==> config.mk <==
export PLATFORM = sky130hd
export DESIGN_NAME = fir_seq_ctrl
export DESIGN_NICKNAME = d
export VERILOG_FILES = /design/src/rtl/fir_seq_pkg.sv /design/src/rtl/fir_seq_vpipe.sv /design/src/rtl/fir_seq_ctrl.sv
export SDC_FILE = /design/constraint.sdc
export NUM_CORES = 1
export LEC_CHECK = 0
export ABC_CLOCK_PERIOD_IN_PS = 2400
export CORE_MARGIN = 2
export CORE_UTILIZATION = 35
export CTS_CLUSTER_SIZE = 28
export DETAILED_ROUTE_END_ITERATION = 10
export PLACE_DENSITY_LB_ADDON = 0.1
export SLEW_MARGIN = 15
export SYNTH_ARGS = -nofsm -noshare
export SYNTH_HDL_FRONTEND = slang
export SYNTH_SLANG_ARGS = --single-unit
==> constraint.sdc <==
create_clock -name clk -period 2.4 [get_ports clk]
set_input_delay 0.24 -clock clk [delete_from_list [all_inputs] [get_ports clk]]
set_output_delay 0.24 -clock clk [all_outputs]
set_load 0.005 [all_outputs]
==> src/rtl/fir_seq_pkg.sv <==
// Shared types and default sizing for the band-pass FIR channel sequencer.
// These defaults are also used by the beamformer top.
package fir_seq_pkg;

   typedef enum logic [1:0] {
      IDLE  = 2'd0,
      FEED  = 2'd1,
      DRAIN = 2'd2,
      DONE  = 2'd3
   } fir_state_e;

   localparam int FIR_ADDR_W      = 11;
   localparam int FIR_NUM_SAMPLES = 2048;
   localparam int FIR_RD_LAT      = 2;
   localparam int FIR_DRAIN_MAX   = 255;

endpackage

==> src/rtl/fir_seq_vpipe.sv <==
// DEPTH-deep valid delay line with an async active-low clear.
// It aligns a RAM read enable with the RAM's q output.
module fir_seq_vpipe #(
   parameter int DEPTH = 2
) (
   input  logic clk,
   input  logic rst_n,
   input  logic vld_i,
   output logic vld_o
);

   logic [DEPTH-1:0] pipe_q;
   logic [DEPTH-1:0] pipe_d;

   always_comb begin
      pipe_d = (pipe_q << 1) | DEPTH'(vld_i);
   end

   always_ff @(posedge clk or negedge rst_n) begin
      if (!rst_n) begin
         pipe_q <= '0;
      end else begin
         pipe_q <= pipe_d;
      end
   end

   assign vld_o = pipe_q[DEPTH-1];

endmodule

==> src/rtl/fir_seq_ctrl.sv <==
// FIR channel sequencer: input RAM -> BP filter -> output RAM, one block per go.
// Define FIR_SEQ_WDOG_EN to enable the DRAIN watchdog; this sets err on a timeout.
//
// state | meaning
// IDLE  | waiting for go
// FEED  | reading input RAM, one word per clock
// DRAIN | reads finished, collecting remaining filter outputs
// DONE  | one-cycle done pulse, then back to IDLE
module fir_seq_ctrl
   import fir_seq_pkg::*;
#(
   parameter int ADDR_W      = FIR_ADDR_W,
   parameter int NUM_SAMPLES = FIR_NUM_SAMPLES,
   parameter int RD_LAT      = FIR_RD_LAT
`ifdef FIR_SEQ_WDOG_EN
  ,parameter int DRAIN_MAX   = FIR_DRAIN_MAX
`endif
) (
   input  logic              clk,
   input  logic              rst,
   input  logic              go_i,
   output logic [ADDR_W-1:0] in_addr_o,
   output logic              in_rd_o,
   output logic              sink_valid_o,
   input  logic              src_valid_i,
   output logic [ADDR_W-1:0] out_addr_o,
   output logic              out_wr_o,
   output logic              busy_o,
   output logic              done_o,
   output logic              err_o
);

   localparam logic [ADDR_W-1:0] LAST_ADDR = ADDR_W'(NUM_SAMPLES - 1);
   localparam logic [ADDR_W:0]   NUM_CNT   = (ADDR_W+1)'(NUM_SAMPLES);
   localparam logic [ADDR_W:0]   LAST_CNT  = (ADDR_W+1)'(NUM_SAMPLES - 1);

   fir_state_e        state_q, state_d;
   logic [ADDR_W-1:0] in_addr_q, in_addr_d;
   logic [ADDR_W-1:0] out_addr_q, out_addr_d;
   logic [ADDR_W:0]   out_cnt_q, out_cnt_d;

`ifdef FIR_SEQ_WDOG_EN
   localparam int              WD_W    = $clog2(DRAIN_MAX + 1);
   localparam logic [WD_W-1:0] WD_LAST = WD_W'(DRAIN_MAX - 1);

   logic [WD_W-1:0] wd_q, wd_d;
   logic            err_q, err_d;
`endif

   always_comb begin
      state_d    = state_q;
      in_addr_d  = in_addr_q;
      out_addr_d = out_addr_q;
      out_cnt_d  = out_cnt_q;
      in_rd_o    = 1'b0;
      out_wr_o   = 1'b0;
      busy_o     = 1'b0;
      done_o     = 1'b0;
`ifdef FIR_SEQ_WDOG_EN
      wd_d       = '0;
      err_d      = err_q;
`endif

      // Output writes run in both FEED and DRAIN; beats past the block are dropped.
      if (state_q == FEED || state_q == DRAIN) begin
         busy_o = 1'b1;
         if (src_valid_i && out_cnt_q != NUM_CNT) begin
            out_wr_o  = 1'b1;
            out_cnt_d = out_cnt_q + (ADDR_W+1)'(1);
            if (out_cnt_q != LAST_CNT) begin
               out_addr_d = out_addr_q + ADDR_W'(1);
            end
         end
      end

      case (state_q)
         IDLE: begin
            if (go_i) begin
               state_d    = FEED;
               in_addr_d  = '0;
               out_addr_d = '0;
               out_cnt_d  = '0;
`ifdef FIR_SEQ_WDOG_EN
               err_d      = 1'b0;
`endif
            end
         end
         FEED: begin
            in_rd_o = 1'b1;
            if (in_addr_q == LAST_ADDR) begin
               state_d = DRAIN;
            end else begin
               in_addr_d = in_addr_q + ADDR_W'(1);
            end
         end
         DRAIN: begin
            if (out_cnt_d == NUM_CNT) begin
               state_d = DONE;
`ifdef FIR_SEQ_WDOG_EN
            end else if (!src_valid_i) begin
               if (wd_q == WD_LAST) begin
                  state_d = DONE;
                  err_d   = 1'b1;
               end else begin
                  wd_d = wd_q + WD_W'(1);
               end
`endif
            end
         end
         DONE: begin
            done_o  = 1'b1;
            state_d = IDLE;
         end
         default: begin
            state_d = IDLE;
         end
      endcase
   end

   always_ff @(posedge clk or negedge rst) begin
      if (!rst) begin
         state_q    <= IDLE;
         in_addr_q  <= '0;
         out_addr_q <= '0;
         out_cnt_q  <= '0;
      end else begin
         state_q    <= state_d;
         in_addr_q  <= in_addr_d;
         out_addr_q <= out_addr_d;
         out_cnt_q  <= out_cnt_d;
      end
   end

`ifdef FIR_SEQ_WDOG_EN
   always_ff @(posedge clk or negedge rst) begin
      if (!rst) begin
         wd_q  <= '0;
         err_q <= 1'b0;
      end else begin
         wd_q  <= wd_d;
         err_q <= err_d;
      end
   end

   assign err_o = err_q;
`else
   assign err_o = 1'b0;
`endif

   assign in_addr_o  = in_addr_q;
   assign out_addr_o = out_addr_q;

   fir_seq_vpipe #(
      .DEPTH (RD_LAT)
   ) u_vpipe (
      .clk   (clk),
      .rst_n (rst),
      .vld_i (in_rd_o),
      .vld_o (sink_valid_o)
   );

endmodule

; After elaboration in Yosys (flattened, before gate mapping)
; Cells that the tools add are included.
[totals]
input_bits = 4
reg_bits = 38
word_cells = 47
output_inout_bits = 28
[classes]
n_bitwise = 1
eq_ne = 11
n_reduce_logical = 6
add_sub_neg = 3
muxes = 21
[ops]
columns = operator, n
row1 = $mux W11, 7
row2 = $mux W12, 4
row3 = $add A11 B1 Y11 const B, 2
row4 = $pmux W11 S2, 1
row5 = $add A12 B1 Y12 const B, 1
row6 = $eq A12 B12 Y1 const B, 1
row7 = $ne A12 B11 Y1 const B, 1
row8 = $ne A12 B12 Y1 const B, 1
row9 = $eq A11 B11 Y1 const B, 1
row10 = $pmux W2 S4, 1
row11 = $mux W2, 3
row12 = $reduce_and A3 Y1, 2
row13 = $mux W1, 5
row14 = $eq A2 B2 Y1 const B, 2
row15 = $ne A2 B1 Y1 const B, 2
row16 = $ne A2 B2 Y1 const B, 2
row17 = $eq A2 B1 Y1 const B, 1
row18 = $logic_not A2 Y1, 1
row19 = $or A2 B1 Y2, 1
row20 = $reduce_bool A2 Y1, 1
row21 = $logic_and A1 B1 Y1, 1
row22 = $logic_or A1 B1 Y1, 1

; Longest topological paths before layout
[logic_depth]
depth_word = 7
depth_mapped = 9
depth_no_buf = 8

; Modules after synthesis
; A second synthesis with hierarchy kept.
[hier_totals]
hier_cells = 241
area_unflattened_um2 = 2270.9
[by_module_without_submodules]
columns = mod, cells_each, instances, seq_area_each_um2, area_each_um2
row1 = fir_seq_ctrl, 239, 1, 900.9, 2220.9
row2 = fir_seq_vpipe, 2, 1, 50.0, 50.0

; Worst setup path after synthesis
; OpenSTA, ideal clock, no wires.
[synth_path]
path_kind = flip-flop to flip-flop
startpoint = reg state_q[0]
endpoint = reg state_q[1]
synth_period_minus_slack_ps = 2072
setup_time_ps = 120
path_stages_with_launch = 10
required_time_ps = 2280
path_buffers = 1
arrival_ps = 1952
setup_slack_ps = 328
path_cell_list = dfrtp_1 > inv_1 > ha_1 > and4_1 > buf_2 > a211oi_1 > a31oi_1 > nor4_2 > a21oi_1 > a41o_1
[synth_between]
elab_chain_len = 6
elab_cells_between_ends = 12
classes_between = eq/ne (7) / mux (2) / reduce/logical (3)
[synth_rtl]
columns = item, line_no
row1 = "start, declared", fir_seq_ctrl.sv:37  ; fir_state_e state_q, state_d;
row2 = "start signal, assigned", fir_seq_ctrl.sv:127  ; state_q <= state_d;
row3 = $eq A2 B1 Y1 / $eq A2 B2 Y1 (equally long branches), "fir_seq_ctrl.sv:65, fir_seq_ctrl.sv:76"
row4 = $logic_or A1 B1 Y1, fir_seq_ctrl.sv:65  ; if (state_q == FEED || state_q == DRAIN) begin
row5 = $mux W12, fir_seq_ctrl.sv:65
row6 = $eq A12 B12 Y1, fir_seq_ctrl.sv:97  ; if (out_cnt_d == NUM_CNT) begin
row7 = $ne A2 B1 Y1 (no source line), --
row8 = $reduce_and A3 Y1 (no source line), --
; Several ways; a longest one is shown, not always the timed one.
; A chain may end at the register's enable or synchronous reset.

; Final worst setup path
[layout_path]
startpoint = reg state_q[0]
endpoint = out out_wr_o
[layout_between]
elab_chain_len = 3
elab_cells_between_ends = 4
classes_between = eq/ne (2) / mux (1) / reduce/logical (1)
[layout_rtl]
columns = item, line_no
row1 = $eq A2 B1 Y1 / $eq A2 B2 Y1 (equally long branches), fir_seq_ctrl.sv:65
row2 = $logic_or A1 B1 Y1 *, fir_seq_ctrl.sv:65
row3 = $mux W1 *, fir_seq_ctrl.sv:65
row4 = "end, declared", fir_seq_ctrl.sv:27  ; output logic out_wr_o,
; Mark *: on every way between the ends. The rest lies on a longest branch, timed or not.

==> flow_summary_export.csv <==
group,metric,value,unit
logic_synthesis,synthCells,236,
final_layout,final_nets,278,
detailed_routing,vias,1733,
logic_synthesis,synth_edf_count,0,
timing,setup_viol,0,
final_layout,final-seq-area,950.9,um2
power_and_ir_drop,power_per_cell_area,713.4,mW/mm2
worst_setup_path,crit_fanout,5,
worst_hold_path,hp-class,"in -> async",
floorplan,io_pins,32,
detailed_routing,post_drt_wl_per_cell,14.09,um
worst_setup_path,max_stage_delay,0.54,ns
logic_synthesis,ys.flop_type,"dfrtp_1",
timing,fmax,442.6,MHz
timing,tns,0,ns
logic_synthesis,synth_cell_types,45,
worst_setup_path,cp_num_buf_inv,2,
logic_synthesis,yosysWarnings,0,
logic_synthesis,syn_avg_cell_area,9.585,um2
clock_network,clock_path_buffers,2,
outcome,status,"complete, no violations",
detailed_routing,via_per_inst,5.067,
final_layout,diodes,0,
worst_setup_path,critical_path_class,"reg -> out",
placed_design,io_buffers,30,
worst_setup_path,cp_top_family,"buffers and inverters",
floorplan,chipWidth,84.40,um
floorplan,die_y,84.40,um
detailed_routing,first_pass_iters,4,
detailed_routing,first_iter_violations,84,
logic_synthesis,ys_ff_latch,38,
worst_setup_path,crit_chain,"inv_1, ha_4, nand2_1, a31oi_4, clkdlybuf4s50_1",
placed_design,placed_cell_area,0.002590,mm2
global_route,grt_pass1_vias,1703,
timing,finalCritPeriodShare,94.15,%
placed_design,preCtsSetupSlack,0.09925,ns
floorplan,core_region_area,0.006314,mm2
placed_design,place_congestion,0.7818,
clock_network,path_clk_slew,0.08,ns
timing,fin_ws,0.1405,ns
worst_setup_path,critPathArrivalTime,2.02,ns
worst_setup_path,startpoint_type,"flop",
clock_network,cts_tree,"yes",
power_and_ir_drop,max-vdd-ir-drop,0.5001,mV
timing,hold_viol_final,0,
floorplan,dieArea,0.007123,mm2
timing,fin_worst_skew,0.007420,ns
worst_setup_path,crit_slowest_cell,"clkdlybuf4s50_1",
timing,rsz0062_at_grt,"false",
timing,drv_slew,0,
detailed_routing,finalWirelength,4819,um
logic_synthesis,yosysSeqAreaShare,42.04,%
detailed_routing,drc,0,
global_route,grt_pass1_wl,8321,um
global_route,grt_overflow_total,0,
placed_design,place_hpwl,3267,um
clock_network,cts_root_buf,"clkbuf_8",
floorplan,initial_core_util,35.83,%
clock_network,cts_made_buffers,5,
worst_setup_path,cp-end-kind,"output port",
flow_run,drv_cap,0,
timing,period_needed,2.260,ns
logic_synthesis,async_flop_share,100.0,%
final_layout,syn_to_final_growth,19.75,%
global_route,grt_usage,14.63,%
final_layout,post_route_cells_drive_above_1_share,9.811,%
global_route,antenna_found_initial,0,
clock_network,htree_levels,2,
detailed_routing,ant_nets,0,
final_layout,fill_cells,659,
power_and_ir_drop,report.power.total,0.001932,W
power_and_ir_drop,p_leak,1.132,nW
logic_synthesis,synth_area,0.002262,mm2
logic_synthesis,syn_nets,249,
worst_setup_path,crit_required,2.16,ns
timing,maxSlewHeadroom,42.21,%
final_layout,fin_area,0.002709,mm2
clock_network,cts_sinks,38,
final_layout,multiInputGateArea,0.001237,mm2
clock_network,clk_latency,0.29,ns
floorplan,row_count,29,
global_route,grt_max_degree,39,
timing,tightestPinTransition,0.8669,ns
## sequential cells by signal, summed over array words and instances, names as in the netlist
| signal | flops |
|---|---|
| in_addr_o | 11 |
| out_addr_o | 11 |
| out_cnt_q | 12 |
| state_q | 2 |
| u_vpipe.pipe_q | 2 |
## per-stage QoR
step / instances / util [%] / hold slack, ns
6_report: 342 / 42.91 / 0.05441
5_1_grt: 342 / 42.91 / 0.1507
4_1_cts: 342 / 42.53 / 0.09923
3_5_place_dp: 333 / 41.02 / 0.3365
3_3_place_gp: 333 / 41.02 / 0.3358
2_1_floorplan: 236 / - / -0.05559
## kinds of logic (layout without fill, tap and decap cells)
family	after synthesis	count (layout)	synth area share, %
simple gates	111	111	26.05
flops	38	38	42.04
xor+xnor	30	30	11.61
compound gates	25	25	8.629
buf+inv	17	46	4.314
fa+ha+maj	9	9	4.978
mux	5	5	2.212
other cells	1	1	0.1658
## area by class of cell
class	instances	area share, %
flip-flops and latches	38	35.10
clock buffers	6	2.679
well taps	77	3.557
inverters	5	0.6928
multi-input cells	181	45.68
repair buffers	34	12.01
clock inverters	1	0.2771
## report_power, final
| group | internal, W | leakage [nW] | total, W | switching [W] |
|---|---|---|---|---|
| sequential | 0.000748 | 0.478 | 0.000933 | 0.000185 |
| clock | 0.000199 | 0.0373 | 0.000431 | 0.000231 |
| combinational | 0.000311 | 0.617 | 0.000569 | 0.000258 |
## layer usage
layer	up-vias	track usage (%)	wire [um]
met4	0	5.195	76
met2	28	21.65	2088
li1	868	-	-
met1	831	20.83	2472
met5	-	0	0
met3	6	3.736	182
## repair_timing
action | in CTS | in global routing
buffers inserted | 2 | 0
pin swaps | 0 | 1
hold buffers | 0 | 0
hold endpoints to repair | 0 | 0
setup endpoints to repair | 1 | 8
gates resized for setup | 0 | 4
## layout by cell type (no fill, tap or decap), types with 2 or more instances in the layout
cell and count:
nand3_1 15, nor2_1 41, xnor2_1 14, nand4_1 7, mux2i_1 5, and3_1 2, nand2b_1 2, nand2_1 17
xor2_1 16, nor2b_1 3, nor3_1 6, clkbuf_8 5, nor4_2 4, o21ai_0 4, o31ai_1 2, a31oi_1 4
a221oi_1 2, clkdlybuf4s50_1 29, and4_1 2, a21oi_1 4, and2_1 3, inv_1 5, dfrtp_1 38, ha_1 8
buf_4 4
## Yosys cell counts (all sizes together) (2+ instances only)
master | count | area, um2
a21oi | 4 | 20.02
a31oi | 5 | 46.29
nand4 | 7 | 43.79
nor3 | 6 | 30.03
nand2 | 17 | 63.81
o21ai | 5 | 28.78
and2 | 3 | 18.77
inv | 5 | 18.77
xor2 | 16 | 140.1
mux2i | 5 | 50.05
and4 | 3 | 26.28
nor4 | 6 | 77.58
nand3 | 15 | 75.07
o31ai | 2 | 15.01
ha | 9 | 112.6
nand2b | 2 | 12.51
buf | 9 | 67.55
nor2b | 4 | 27.53
dfrtp | 38 | 950.9
clkbuf | 3 | 11.26
xnor2 | 14 | 122.6
and3 | 3 | 20.02
a221oi | 2 | 17.52
nor2 | 41 | 153.9
## final timing paths
path,cells after the start,slack [ns],to,from
max,5,0.14,out_wr_o,state_q[0]$_DFFE_PN0P_
max reg2reg,9,0.19,out_addr_o[3]$_DFF_PN0_,state_q[0]$_DFFE_PN0P_
min,1,0.05,out_cnt_q[2]$_DFF_PN0_,rst
max in group asynchronous,1,1.80,in_addr_o[2]$_DFFE_PN0P_,rst
min in group clk,0,0.35,u_vpipe.pipe_q[1]$_DFF_PN0_,u_vpipe.pipe_q[0]$_DFF_PN0_
min reg2reg,0,0.35,u_vpipe.pipe_q[1]$_DFF_PN0_,u_vpipe.pipe_q[0]$_DFF_PN0_
(Power assumes the default switching activity.)
